$ cat config.mk
export PLATFORM = sky130hd
export DESIGN_NAME = sc_game_flow_sequencer
export DESIGN_NICKNAME = d
export VERILOG_FILES = /design/src/rtl/sc_game_flow_sequencer.sv
export SDC_FILE = /design/constraint.sdc
export NUM_CORES = 1
export LEC_CHECK = 0
export CAP_MARGIN = 20
export CELL_PAD_IN_SITES_DETAIL_PLACEMENT = 1
export CELL_PAD_IN_SITES_GLOBAL_PLACEMENT = 1
export CORE_MARGIN = 5
export CORE_UTILIZATION = 40
export CTS_BUF_LIST = sky130_fd_sc_hd__clkbuf_2 sky130_fd_sc_hd__clkbuf_4 sky130_fd_sc_hd__clkbuf_8
export CTS_CLUSTER_SIZE = 24
export DETAILED_ROUTE_END_ITERATION = 10
export PLACE_DENSITY = 0.75
export SETUP_SLACK_MARGIN = 0.05
export SLEW_MARGIN = 20
export SYNTH_ARGS = -nofsm -noshare
export SYNTH_HDL_FRONTEND = slang
export SYNTH_SLANG_ARGS = --single-unit
export TNS_END_PERCENT = 5
$ cat constraint.sdc
create_clock -name SC_STATEMACHINEGENERAL_CLOCK_50 -period 6.2 [get_ports SC_STATEMACHINEGENERAL_CLOCK_50]
set_input_delay 1.24 -clock SC_STATEMACHINEGENERAL_CLOCK_50 [delete_from_list [all_inputs] [get_ports SC_STATEMACHINEGENERAL_CLOCK_50]]
set_output_delay 1.24 -clock SC_STATEMACHINEGENERAL_CLOCK_50 [all_outputs]
set_load 0.05 [all_outputs]
$ cat src/rtl/sc_game_flow_sequencer.sv
// sc_game_flow_sequencer: Frogger game-flow controller. Sequences start, play,
// hit, goal, game-over and win phases, owns lives/level, pulses the datapath
// clear and generates the level-dependent lane-advance tick.
// Optional feature macro: SC_GAMEFLOW_PAUSE_EN adds pauseButton_InLow and a
// PAUSED state; state_Out widens to 4 bits.
module sc_game_flow_sequencer #(
    parameter int LIVES_INIT  = 3,
    parameter int LEVEL_MAX   = 4,
    parameter int TICK_BASE   = 2_500_000,
    parameter int TICK_STEP   = 500_000,
    parameter int HOLD_CYCLES = 50_000_000
) (
    input  logic       SC_STATEMACHINEGENERAL_CLOCK_50,
    input  logic       SC_STATEMACHINEGENERAL_RESET_InHigh,
    input  logic       startButton_InLow,
`ifdef SC_GAMEFLOW_PAUSE_EN
    input  logic       pauseButton_InLow,
`endif
    input  logic       frogCollision_InHigh,
    input  logic       frogGoal_InHigh,
    output logic       clear_OutLow,
    output logic       laneTick_Out,
    output logic [2:0] level_Out,
    output logic [2:0] lives_Out,
    output logic       gameOver_Out,
    output logic       win_Out,
`ifdef SC_GAMEFLOW_PAUSE_EN
    output logic [3:0] state_Out
`else
    output logic [2:0] state_Out
`endif
);

`ifdef SC_GAMEFLOW_PAUSE_EN
    localparam int SW = 4;
`else
    localparam int SW = 3;
`endif

    // Every level must still leave a positive tick period.
    if (TICK_BASE <= LEVEL_MAX * TICK_STEP) begin : g_bad_tick_params
        $error("TICK_BASE must exceed LEVEL_MAX*TICK_STEP");
    end

    typedef enum logic [SW-1:0] {
        S_RESET_0   = SW'(0),
        S_IDLE      = SW'(1),
        S_CLEAR     = SW'(2),
        S_PLAY      = SW'(3),
        S_HIT       = SW'(4),
        S_GOAL      = SW'(5),
        S_GAME_OVER = SW'(6),
        S_WIN       = SW'(7)
`ifdef SC_GAMEFLOW_PAUSE_EN
        // WIN already owns 7, so PAUSED takes the first code of the wider field.
        , S_PAUSED  = SW'(8)
`endif
    } state_t;

    localparam logic [25:0] TICK_BASE26 = 26'(TICK_BASE);
    localparam logic [25:0] TICK_STEP26 = 26'(TICK_STEP);
    localparam logic [25:0] HOLD_LAST   = 26'(HOLD_CYCLES - 1);
    localparam logic [2:0]  LIVES0      = 3'(LIVES_INIT);
    localparam logic [2:0]  LEVEL_TOP   = 3'(LEVEL_MAX);

    logic        clk, rst;
    assign clk = SC_STATEMACHINEGENERAL_CLOCK_50;
    assign rst = SC_STATEMACHINEGENERAL_RESET_InHigh;

    state_t      state_q, state_d;
    logic [2:0]  lives_q, lives_d, level_q, level_d;
    logic [25:0] tick_cnt_q, tick_cnt_d, hold_cnt_q, hold_cnt_d;
    logic        clear_n_q, clear_n_d, tick_q, tick_d, gover_q, gover_d, win_q, win_d;
    logic        st_s1_q, st_s1_d, st_s2_q, st_s2_d, st_prev_q, st_prev_d, st_pulse_q, st_pulse_d;
    logic [25:0] period;

`ifdef SC_GAMEFLOW_PAUSE_EN
    logic        pa_s1_q, pa_s1_d, pa_s2_q, pa_s2_d, pa_prev_q, pa_prev_d, pa_pulse_q, pa_pulse_d;

    // Pause key: 2-FF synchronizer, falling-edge detect, registered pulse.
    always_comb begin
        pa_s1_d    = pauseButton_InLow;
        pa_s2_d    = pa_s1_q;
        pa_prev_d  = pa_s2_q;
        pa_pulse_d = pa_prev_q & ~pa_s2_q;
    end

    // Pause synchronizer registers idle high (key released).
    always_ff @(posedge clk or posedge rst) begin
        if (rst) begin
            pa_s1_q <= 1'b1; pa_s2_q <= 1'b1; pa_prev_q <= 1'b1; pa_pulse_q <= 1'b0;
        end else begin
            pa_s1_q <= pa_s1_d; pa_s2_q <= pa_s2_d; pa_prev_q <= pa_prev_d; pa_pulse_q <= pa_pulse_d;
        end
    end
`endif

    // Start key: 2-FF synchronizer, falling-edge detect, registered pulse
    // (pulse lands 3 cycles after the press; a held key yields one pulse).
    always_comb begin
        st_s1_d    = startButton_InLow;
        st_s2_d    = st_s1_q;
        st_prev_d  = st_s2_q;
        st_pulse_d = st_prev_q & ~st_s2_q;
    end

    // Start synchronizer registers idle high (key released).
    always_ff @(posedge clk or posedge rst) begin
        if (rst) begin
            st_s1_q <= 1'b1; st_s2_q <= 1'b1; st_prev_q <= 1'b1; st_pulse_q <= 1'b0;
        end else begin
            st_s1_q <= st_s1_d; st_s2_q <= st_s2_d; st_prev_q <= st_prev_d; st_pulse_q <= st_pulse_d;
        end
    end

    assign period = TICK_BASE26 - 26'(level_q) * TICK_STEP26;

    // Next-state, counters and registered-output values; outputs follow state_d
    // so they change on the same edge as the state register.
    always_comb begin
        state_d    = state_q;
        lives_d    = lives_q;
        level_d    = level_q;
        tick_cnt_d = '0;
        hold_cnt_d = '0;
        tick_d     = 1'b0;
        case (state_q)
            S_RESET_0: state_d = S_IDLE;
            S_IDLE, S_GAME_OVER, S_WIN: begin
                if (st_pulse_q) begin
                    state_d = S_CLEAR;
                    level_d = '0;
                    lives_d = LIVES0;
                end
            end
            S_CLEAR: state_d = S_PLAY;
            S_PLAY: begin
                if (frogCollision_InHigh) begin
                    state_d = S_HIT;
                    lives_d = (lives_q != '0) ? lives_q - 3'd1 : '0;
                end else if (frogGoal_InHigh) begin
                    state_d = S_GOAL;
`ifdef SC_GAMEFLOW_PAUSE_EN
                end else if (pa_pulse_q) begin
                    state_d    = S_PAUSED;
                    tick_cnt_d = tick_cnt_q;
`endif
                end else if (tick_cnt_q == period - 26'd1) begin
                    tick_d = 1'b1;
                end else begin
                    tick_cnt_d = tick_cnt_q + 26'd1;
                end
            end
`ifdef SC_GAMEFLOW_PAUSE_EN
            S_PAUSED: begin
                tick_cnt_d = tick_cnt_q;
                if (pa_pulse_q) state_d = S_PLAY;
            end
`endif
            S_HIT: begin
                if (hold_cnt_q == HOLD_LAST) state_d = (lives_q == '0) ? S_GAME_OVER : S_CLEAR;
                else                         hold_cnt_d = hold_cnt_q + 26'd1;
            end
            S_GOAL: begin
                if (hold_cnt_q == HOLD_LAST) begin
                    if (level_q >= LEVEL_TOP) begin
                        state_d = S_WIN;
                    end else begin
                        state_d = S_CLEAR;
                        level_d = level_q + 3'd1;
                    end
                end else begin
                    hold_cnt_d = hold_cnt_q + 26'd1;
                end
            end
            default: state_d = S_IDLE;
        endcase
        clear_n_d = (state_d != S_RESET_0) && (state_d != S_CLEAR);
        gover_d   = (state_d == S_GAME_OVER);
        win_d     = (state_d == S_WIN);
    end

    // State, counters and output registers; async reset to the power-on values.
    always_ff @(posedge clk or posedge rst) begin
        if (rst) begin
            state_q    <= S_RESET_0;
            lives_q    <= LIVES0;
            level_q    <= '0;
            tick_cnt_q <= '0;
            hold_cnt_q <= '0;
            clear_n_q  <= 1'b0;
            tick_q     <= 1'b0;
            gover_q    <= 1'b0;
            win_q      <= 1'b0;
        end else begin
            state_q    <= state_d;
            lives_q    <= lives_d;
            level_q    <= level_d;
            tick_cnt_q <= tick_cnt_d;
            hold_cnt_q <= hold_cnt_d;
            clear_n_q  <= clear_n_d;
            tick_q     <= tick_d;
            gover_q    <= gover_d;
            win_q      <= win_d;
        end
    end

    assign clear_OutLow = clear_n_q;
    assign laneTick_Out = tick_q;
    assign level_Out    = level_q;
    assign lives_Out    = lives_q;
    assign gameOver_Out = gover_q;
    assign win_Out      = win_q;
    assign state_Out    = state_q;

endmodule
Yosys cells after proc, flatten, opt, wreduce, memory -nomap -nowiden

Index checks and enable logic that the tools add are counted.

Add/subtract/negate cells: 6
Multiply operators: 1
Magnitude comparators: 1
Equal/unequal tests: 16
Multiplexer cells: 26
Bitwise operators: 2
Reduce and logical (&&, ||, !) cells: 11

Operator list:

| operator                 | number |
|---|---|
| $mux W26                 | 6 |
| $add A26 B1 Y26 const B  | 2 |
| $mux W3                  | 13 |
| $eq A26 B26 Y1           | 1 |
| $eq A26 B26 Y1 const B   | 1 |
| $sub A23 B2 Y24 const B  | 1 |
| $sub A22 B22 Y23 const A | 1 |
| $eq A3 B3 Y1 const B     | 6 |
| $pmux W3 S6              | 1 |
| $mul A3 B14 Y17 const B  | 1 |
| $pmux W3 S2              | 2 |
| $ne A2 B2 Y1 const B     | 4 |
| $eq A3 B2 Y1 const B     | 2 |
| $logic_not A3 Y1         | 2 |
| $reduce_bool A3 Y1       | 2 |
| $mux W1                  | 4 |
| $reduce_and A4 Y1        | 1 |
| $reduce_bool A2 Y1       | 2 |
| $add A3 B1 Y3 const B    | 1 |
| $eq A3 B1 Y1 const B     | 1 |
| $ge A3 B3 Y1 const B     | 1 |
| $ne A3 B2 Y1 const B     | 1 |
| $reduce_and A3 Y1        | 1 |
| $reduce_or A3 Y1         | 1 |
| 5 further kinds          | 5 |

Bits in registers: 69
Output and inout port bits: 13
Logic and storage cells: 76

Logic depth before layout (Yosys ltp)

Gate-level depths: netlist of run 1.

Depth after elaboration: 8
Depth in mapped cells: 15
Gate-level depth less buffers: 12

Least setup slack after synthesis of run 1

No wires, ideal clock.

Kind: reg-to-reg
Start: reg level_q[0], in the netlist level_Out[0]
End: reg tick_cnt_q[10]
Arrival: 4,210 ps
Path slack: 1,869 ps
Stages on the path, launching flop included: 15
Path buffers: 2
Clock period less this slack: 4,331 ps
Cells stage by stage: dfrtp_1 > inv_1 > fa_1 > buf_6 > xnor2_1 > ha_1 > nor4b_2 > o21ai_0 > a211oi_1 > o221ai_2 > o21ai_0 > nand4b_4 > nor4b_4 > buf_6 > a21oi_2

Longest elaborated chain between the ends: 8

Ends and longest elaborated chain:

| element                | line | text |
|---|---|---|
| start, declared        | 71   | `logic [2:0] lives_q, lives_d, level_q, level_d;` |
| start signal, assigned | 198  | `level_q <= level_d;` |
| $mul A3 B14 Y17        | 116  | `assign period = TICK_BASE26 - 26'(level_q) * TICK_STEP26;` |
| $sub A22 B22 Y23       | 116  |  |
| $sub A23 B2 Y24        | 148  | `end else if (tick_cnt_q == period - 26'd1) begin` |
| $eq A26 B26 Y1         | 148  |  |
| $mux W26               | 148  |  |
| $mux W26               | 141  | `end else if (frogGoal_InHigh) begin` |
| $mux W26               | 138  | `if (frogCollision_InHigh) begin` |
| $mux W26               | 127  | `case (state_q)` |
| net tick_cnt_d[10]     | 72   | `logic [25:0] tick_cnt_q, tick_cnt_d, hold_cnt_q, hold_cnt_d;` |
| end signal, assigned   | 199  | `tick_cnt_q <= tick_cnt_d;` |
| end, declared          | 72   |  |

The timed path passes the listed nets, and every way through them passes these cells.
A chain may end at the register's enable or synchronous reset.

Worst setup path after layout of run 1

Start: reg level_q[0], in the netlist level_Out[0]
End: reg tick_q, in the netlist laneTick_Out

Longest elaborated chain between the ends: 8

Ends and longest elaborated chain:

| element              | line | text |
|---|---|---|
| $mul A3 B14 Y17      | 116  |  |
| $sub A22 B22 Y23     | 116  |  |
| $sub A23 B2 Y24      | 148  |  |
| $eq A26 B26 Y1       | 148  |  |
| $mux W1              | 148  |  |
| $mux W1              | 141  |  |
| $mux W1              | 138  |  |
| $mux W1              | 127  |  |
| net tick_d           | 73   | `logic clear_n_q, clear_n_d, tick_q, tick_d, gover_q, gover_d, win_q, win_d;` |
| end signal, assigned | 202  | `tick_q <= tick_d;` |
| end, declared        | 73   |  |

The timed path passes the listed nets, and every way through them passes these cells.

==> flow_metrics.py, run 1 <==
metrics = {
    "layout": {
        "layout_common_cells": "dfrtp_1 (64), nand2_1 (60), nor2_1 (47)",
        "syn2layout_area_growth_pct": 11.3,
        "layout_commonest_cell": "dfrtp_1",
        "final_net_count": 566,
        "final_util": 0.451,
        "n_fill_cell": 1388,
        "antenna_cells": 0,
        "layout-drive-gt1-share": 0.130,
        "multi_input_area_sq_um": 2940,
        "regArea_sq_um": 1730,
    },
    "clocking": {
        "tritoncts": "built",
        "clock-sinks": 69,
        "clkSlewWorstSetupHoldPaths_ns": 0.07,
        "cts_max_level": 3,
        "cts_buffers": 9,
        "cts_resized": 0,
        "clockBufferDepth": 2,
        "clk_latency_ns": 0.35,
        "post_cts_buffers": 0,
        "cts_hold_buffers": 0,
        "clockRootBuffer": "clkbuf_8",
    },
    "place": {
        "portBuffers": 17,
        "hpwlAfterDp_um": 8760,
        "place.gp.congestion": 0.928,
        "dp_slack_ns": 1.30,
    },
    "power": {
        "p_clk_frac": 0.285,
        "switching_share": 0.399,
        "p_int_w": 0.000961,
        "power_density_nw_per_um2": 296,
        "power_frac_seq": 0.334,
        "combPwrFrac": 0.381,
        "leakage_nw": 2.23,
        "ir_drop_uv": 274,
        "power_switching_w": 0.000638,
    },
    "critical_path": {
        "criticalPathCategory": "reg2reg",
        "worstPathArrival_ns": 5.22,
        "r2r_end": "laneTick_Out$_DFF_PP0_",
        "end_kind": "register",
        "reg2reg_depth": 13,
        "cp_max_fo": 25,
        "cp.required_ns": 6.48,
        "critical_path.endpoint": "laneTick_Out$_DFF_PP0_",
        "cp-start-kind": "register",
        "critPathLaunch": "level_Out[0]$_DFFE_PP0P_",
        "ff2ff_setup_slack_ns": 1.26,
        "r2r_start": "level_Out[0]$_DFFE_PP0P_",
    },
    "synth": {
        "syn_inst": 524,
        "synth_ff_type": "dfrtp_1",
        "synth_nets": 549,
        "synth_cell_type_count": 73,
        "syn_area_per_cell_sq_um": 9.25,
        "ys_warn_count": 0,
        "synth_top_area_frac": 0.330,
        "synth_edf_count": 0,
        "synth.largest_area_cell": "dfrtp_1",
        "synth-seq-area-share": 0.358,
        "syn-cell-area_sq_um": 4850,
        "yosys-top-cells-area": "dfrtp_1 (33%), xnor2_1 (7.2%), xor2_1 (5.6%)",
        "synthArstFlopShare": 1.00,
        "yosys_register_bits": 69,
    },
    "floorplan": {
        "io-pin-count": 18,
        "dieArea_sq_um": 14400,
        "die_x_um": 120,
        "core_area_sq_um": 12000,
        "die_y_um": 120,
        "start_util": 0.405,
        "rows": 40,
    },
    "sta": {
        "slew_violations": 0,
        "clock.fmax_ghz": 0.203,
        "rsz0062_at_grt": "no",
        "relSlewSlack": 0.464,
        "hold_viol": 0,
        "finalSetupViolCount": 0,
        "skew_ns": 0.0103,
        "period_minus_slack_ns": 4.94,
        "tightest_slew_ns": 0.797,
        "fin_setup_tns_ns": 0,
        "fin_ws_ns": 1.26,
        "finalCritPeriodShare": 0.796,
    },
    "drt": {
        "viasPerCell": 5.59,
        "wire_per_inst_um": 17.0,
        "drc": 0,
        "routed_wl_um": 11800,
        "drt_iter0_drc": 167,
        "postRouteAntennaNets": 0,
        "vias": 3876,
        "firstDrtPassIters": 4,
    },
    "flow_run": {
        "cap_violations": 0,
    },
    "grt": {
        "grt_overflow": 0,
        "grtUsageTotal": 0.174,
        "grt_pass1_vias": 4188,
        "grt_start_max_net_pins": 54,
        "antenna_found_initial": 0,
        "grt_pass1_wl_um": 20600,
    },
    "hold_path": {
        "hold_path_class": "reg2reg",
        "worstHoldPathCells": 0,
        "hold_path.startpoint": "st_s1_q$_DFF_PP1_",
    },
    "outcome": {
        "outcome": "finished clean",
    },
}
stage by stage:
step                      area (sq um)  hold WS [ns]  total power [W]  cells
final                             5400         0.359          0.00160    693
after global routing              5400         0.369          0.00170    693
after CTS                         5400         0.362          0.00161    693
after detailed placement          5150         0.351          0.00115    677
after global placement            5150         0.346          0.00113    677
after floorplan                   4850         0.345         0.000989    524
layout make-up:
class,count,share of cell area
Clock inverter,7,0.0225
Clock buffer,9,0.0230
Inverter,24,0.0167
Sequential cell,69,0.321
Tap cell,147,0.0341
Multi-Input combinational cell,416,0.545
Timing Repair Buffer,21,0.0371
critical path, cell delays in order, from the launching register on:
cell      delay [ns]
dfrtp_1         0.65
inv_1           0.26
fa_1            0.84
xnor2_1         0.15
ha_1            0.43
nor4b_2         0.27
o21ai_0         0.17
a211oi_1        0.37
o221ai_2        0.27
nor4_1          0.41
xor2_1          0.18
nor4b_4         0.23
buf_4           0.41
and3_1          0.21
how the worst min path moves through the flow:
stage	end	slack (ns)
floorplan	st_prev_d$_DFF_PP1_	0.35
global placement	st_prev_d$_DFF_PP1_	0.35
detailed placement	st_prev_d$_DFF_PP1_	0.35
CTS	st_prev_d$_DFF_PP1_	0.36
global route	st_prev_d$_DFF_PP1_	0.37
finish	st_prev_d$_DFF_PP1_	0.36
registers in the layout (all words and copies together) (netlist names), 3 cells and up:
signal	cells
hold_cnt_q	26
tick_cnt_q	26
level_Out	3
lives_Out	3
state_Out	3
kinds of logic after synthesis:
group,share of synthesized area
AO/OA/AOI/OAI,0.144
XOR/XNOR,0.141
adder cells (fa/ha/maj),0.0547
buffers and inverters,0.0385
flip-flops,0.358
multiplexers,0.0139
AND/OR/NAND/NOR,0.250
per-layer routing:
metal / part of all wire / track usage / up-vias / wire length [um]
met5: 0 / 0 / - / 0
met4: 0.015 / 0.0523 / 0 / 180
met3: 0.029 / 0.0335 / 18 / 341
met2: 0.49 / 0.294 / 46 / 5720
met1: 0.47 / 0.226 / 1934 / 5540
li1: - / - / 1878 / -
power by group through the flow:
stage	registers, W	logic [W]	clock network (W)
after detailed placement	0.000543	0.000606	0
after global placement	0.000540	0.000589	0
final	0.000534	0.000609	0.000455
after floorplan	0.000605	0.000383	0
after global routing	0.000542	0.000661	0.000492
after CTS	0.000535	0.000609	0.000468
cell usage after synthesis, drive strengths merged (2+ instances only):
master and instances:
xor2 31, nand4 17, nor3b 4, ha 18, xnor3 2, and4 3, or3 6, dfstp 5
nand2b 6, a211o 2, dfrtp 64, nor3 17, inv 24, and4bb 2, nor2 47, mux2 3
a211oi 3, a21oi 32, mux2i 3, nand3 27, a2111oi 3, buf 7, a221oi 2, nor4b 2
or3b 2, clkbuf 8, xnor2 41, and2 4, a22oi 2, nor2b 7, o211a 2, and3 10
o21ai 19, a31oi 4, and3b 2, fa 2, o22ai 2, o21a 3, nor4 7, nand2 60
(Power assumes the default switching activity.)
==> inputs of run 2 (changes only) <==
==> constraint.sdc (replaced) <==
create_clock -name SC_STATEMACHINEGENERAL_CLOCK_50 -period 5 [get_ports SC_STATEMACHINEGENERAL_CLOCK_50]
set_input_delay 1 -clock SC_STATEMACHINEGENERAL_CLOCK_50 [delete_from_list [all_inputs] [get_ports SC_STATEMACHINEGENERAL_CLOCK_50]]
set_output_delay 1 -clock SC_STATEMACHINEGENERAL_CLOCK_50 [all_outputs]
set_load 0.05 [all_outputs]
==> run 2 against run 1 <==
  * Non-clock buffer count rose by 3
  * Sequential cell count did not move
  * Die area stayed put
  * Sequential share of layout area increased by 0.053 points
  * Utilization about the same
  * Register-to-register slack worse by 0.81 ns
  * Worst setup slack got worse by 0.81 ns
  * Critical path type unchanged
  * First-iteration DRC count is 34% higher
  * Clock skew up 0.0020 ns
  * Highest routed layer unchanged
==> flow_metrics.py, run 2 (synthesized netlist as in run 1, its figures left out) <==
metrics = {
    "outcome": {
        "outcome": "finished clean",
    },
    "drt": {
        "firstDrtPassIters": 4,
        "drc": 0,
        "vias": 3912,
        "wire_per_inst_um": 17.4,
        "drt_iter0_drc": 223,
        "routed_wl_um": 12100,
        "postRouteAntennaNets": 0,
        "viasPerCell": 5.62,
    },
    "clocking": {
        "cts_hold_buffers": 0,
        "clock-sinks": 69,
        "cts_max_level": 3,
        "cts_resized": 0,
        "tritoncts": "built",
        "cts_buffers": 9,
        "post_cts_buffers": 0,
        "clk_latency_ns": 0.34,
        "clockBufferDepth": 2,
        "clkSlewWorstSetupHoldPaths_ns": 0.08,
        "clockRootBuffer": "clkbuf_8",
    },
    "sta": {
        "relSlewSlack": 0.390,
        "skew_ns": 0.0122,
        "period_minus_slack_ns": 4.54,
        "fin_setup_tns_ns": 0,
        "finalSetupViolCount": 0,
        "worst_hold_slack_ns": 0.365,
        "slew_violations": 0,
        "clock.fmax_ghz": 0.220,
        "rsz0062_at_grt": "no",
        "finalCritPeriodShare": 0.909,
        "tightest_slew_ns": 0.915,
        "hold_viol": 0,
    },
    "critical_path": {
        "cp_slowest_cell": "fa_2",
        "crit_path_cell_trace": "inv_1 > fa_2 > xnor2_1 > ha_1 > nor4b_2 > o21ai_0 > a211oi_1 > o221ai_2 > o21ba_2 > nor4_1 > nor4b_4 > buf_4 > a211oi_1",
        "end_kind": "register",
        "cpLargestDelayFamily": "compound AO/OA/AOI/OAI gates",
        "reg2reg_depth": 13,
        "cp_max_fo": 25,
        "crit_buf_inv": 2,
        "cp.depth": 13,
        "max_stage_delay_ns": 0.72,
        "worstPathArrival_ns": 4.79,
        "criticalPathCategory": "reg2reg",
        "cp-start-kind": "register",
        "cp.required_ns": 5.25,
        "path_common_cell": "a211oi_1",
    },
    "layout": {
        "regArea_sq_um": 1730,
        "layout_common_cells": "dfrtp_1 (63), nand2_1 (60), nor2_1 (47)",
        "multi_input_area_sq_um": 2950,
        "layout_commonest_cell": "dfrtp_1",
        "n_fill_cell": 1365,
        "layout-drive-gt1-share": 0.138,
        "final_cells": 696,
        "antenna_cells": 0,
        "largestRegisters": "hold_cnt_q x26, tick_cnt_q x26",
        "syn2layout_area_growth_pct": 11.2,
        "final_net_count": 569,
    },
    "power": {
        "p_int_w": 0.00113,
        "p_clk_frac": 0.257,
        "power_density_nw_per_um2": 355,
        "total_power_w": 0.00191,
        "power_switching_w": 0.000782,
        "leakage_nw": 2.23,
        "switching_share": 0.409,
        "power_frac_seq": 0.341,
        "combPwrFrac": 0.402,
        "ir_drop_uv": 328,
    },
    "grt": {
        "grt_start_max_net_pins": 44,
        "grt_pass1_wl_um": 20900,
        "grt_overflow": 0,
        "grtUsageTotal": 0.177,
        "grt_pass1_vias": 4297,
        "antenna_found_initial": 0,
    },
    "flow_run": {
        "cap_violations": 0,
    },
    "place": {
        "dp.cells": 680,
        "hpwlAfterDp_um": 8960,
        "portBuffers": 17,
        "place.gp.congestion": 0.855,
    },
    "hold_path": {
        "hold_path_class": "reg2reg",
        "worstHoldPathCells": 0,
    },
    "floorplan": {
        "dieArea_sq_um": 14400,
        "core_area_sq_um": 12000,
        "start_util": 0.405,
        "die_x_um": 120,
        "io-pin-count": 18,
        "rows": 40,
        "die_y_um": 120,
    },
}
[run 2: worst paths after layout]
path / start / end / slack, ns
worst max-delay path: level_Out[1]$_DFFE_PP0P_ / tick_cnt_q[0]$_DFF_PP0_ / 0.46
worst min-delay path: st_s1_q$_DFF_PP1_ / st_prev_d$_DFF_PP1_ / 0.37
worst max register to register: level_Out[1]$_DFFE_PP0P_ / tick_cnt_q[0]$_DFF_PP0_ / 0.46
worst min register to register: st_s1_q$_DFF_PP1_ / st_prev_d$_DFF_PP1_ / 0.37
max in group asynchronous: SC_STATEMACHINEGENERAL_RESET_InHigh / hold_cnt_q[25]$_DFF_PP0_ / 2.91
min in group asynchronous: SC_STATEMACHINEGENERAL_RESET_InHigh / tick_cnt_q[22]$_DFF_PP0_ / 1.17
[run 2: per-layer routing]
| metal | vias up | track usage | wire, um |
|---|---|---|---|
| li1 | 1884 | - | - |
| met1 | 1971 | 0.225 | 5670 |
| met2 | 45 | 0.308 | 5990 |
| met3 | 12 | 0.0283 | 282 |
| met4 | 0 | 0.0515 | 146 |
| met5 | - | 0 | 0 |
[run 2: power by group through the flow]
stage	Clock, W	Combinational [W]	Sequential (W)
2_1_floorplan	0	0.000475	0.000751
3_3_place_gp	0	0.000742	0.000659
3_5_place_dp	0	0.000763	0.000660
4_1_cts	0.000510	0.000770	0.000651
5_1_grt	0.000535	0.000832	0.000660
6_report	0.000491	0.000769	0.000651
[run 2: cell type report]
type                            instances  area share
Clock buffer                           12      0.0295
Tap cell                              147      0.0341
Timing Repair Buffer                   24      0.0413
Inverter                               24      0.0167
Sequential cell                        69       0.322
Clock inverter                          4      0.0102
Multi-Input combinational cell        416       0.546
[run 2: worst register-to-register path: cells and delay by family (launching register included)]
family,cells,cell delay [ns]
buffers and inverters,2,0.51
adders and majority gates,2,1.13
xor gates and xnor gates,1,0.11
AOI/OAI and AO/OA,5,1.40
and+or+nand+nor,3,0.80
DFF,1,0.52
[run 2: through the flow]
| stage | worst slack (ns) | area (sq um) | util |
|---|---|---|---|
| floorplan | 0.669 | 4850 | - |
| global placement | 0.511 | 5170 | 0.432 |
| detailed placement | 0.265 | 5170 | 0.432 |
| CTS | 0.222 | 5390 | 0.450 |
| global route | 0.174 | 5390 | 0.451 |
| finish | 0.457 | 5390 | 0.451 |
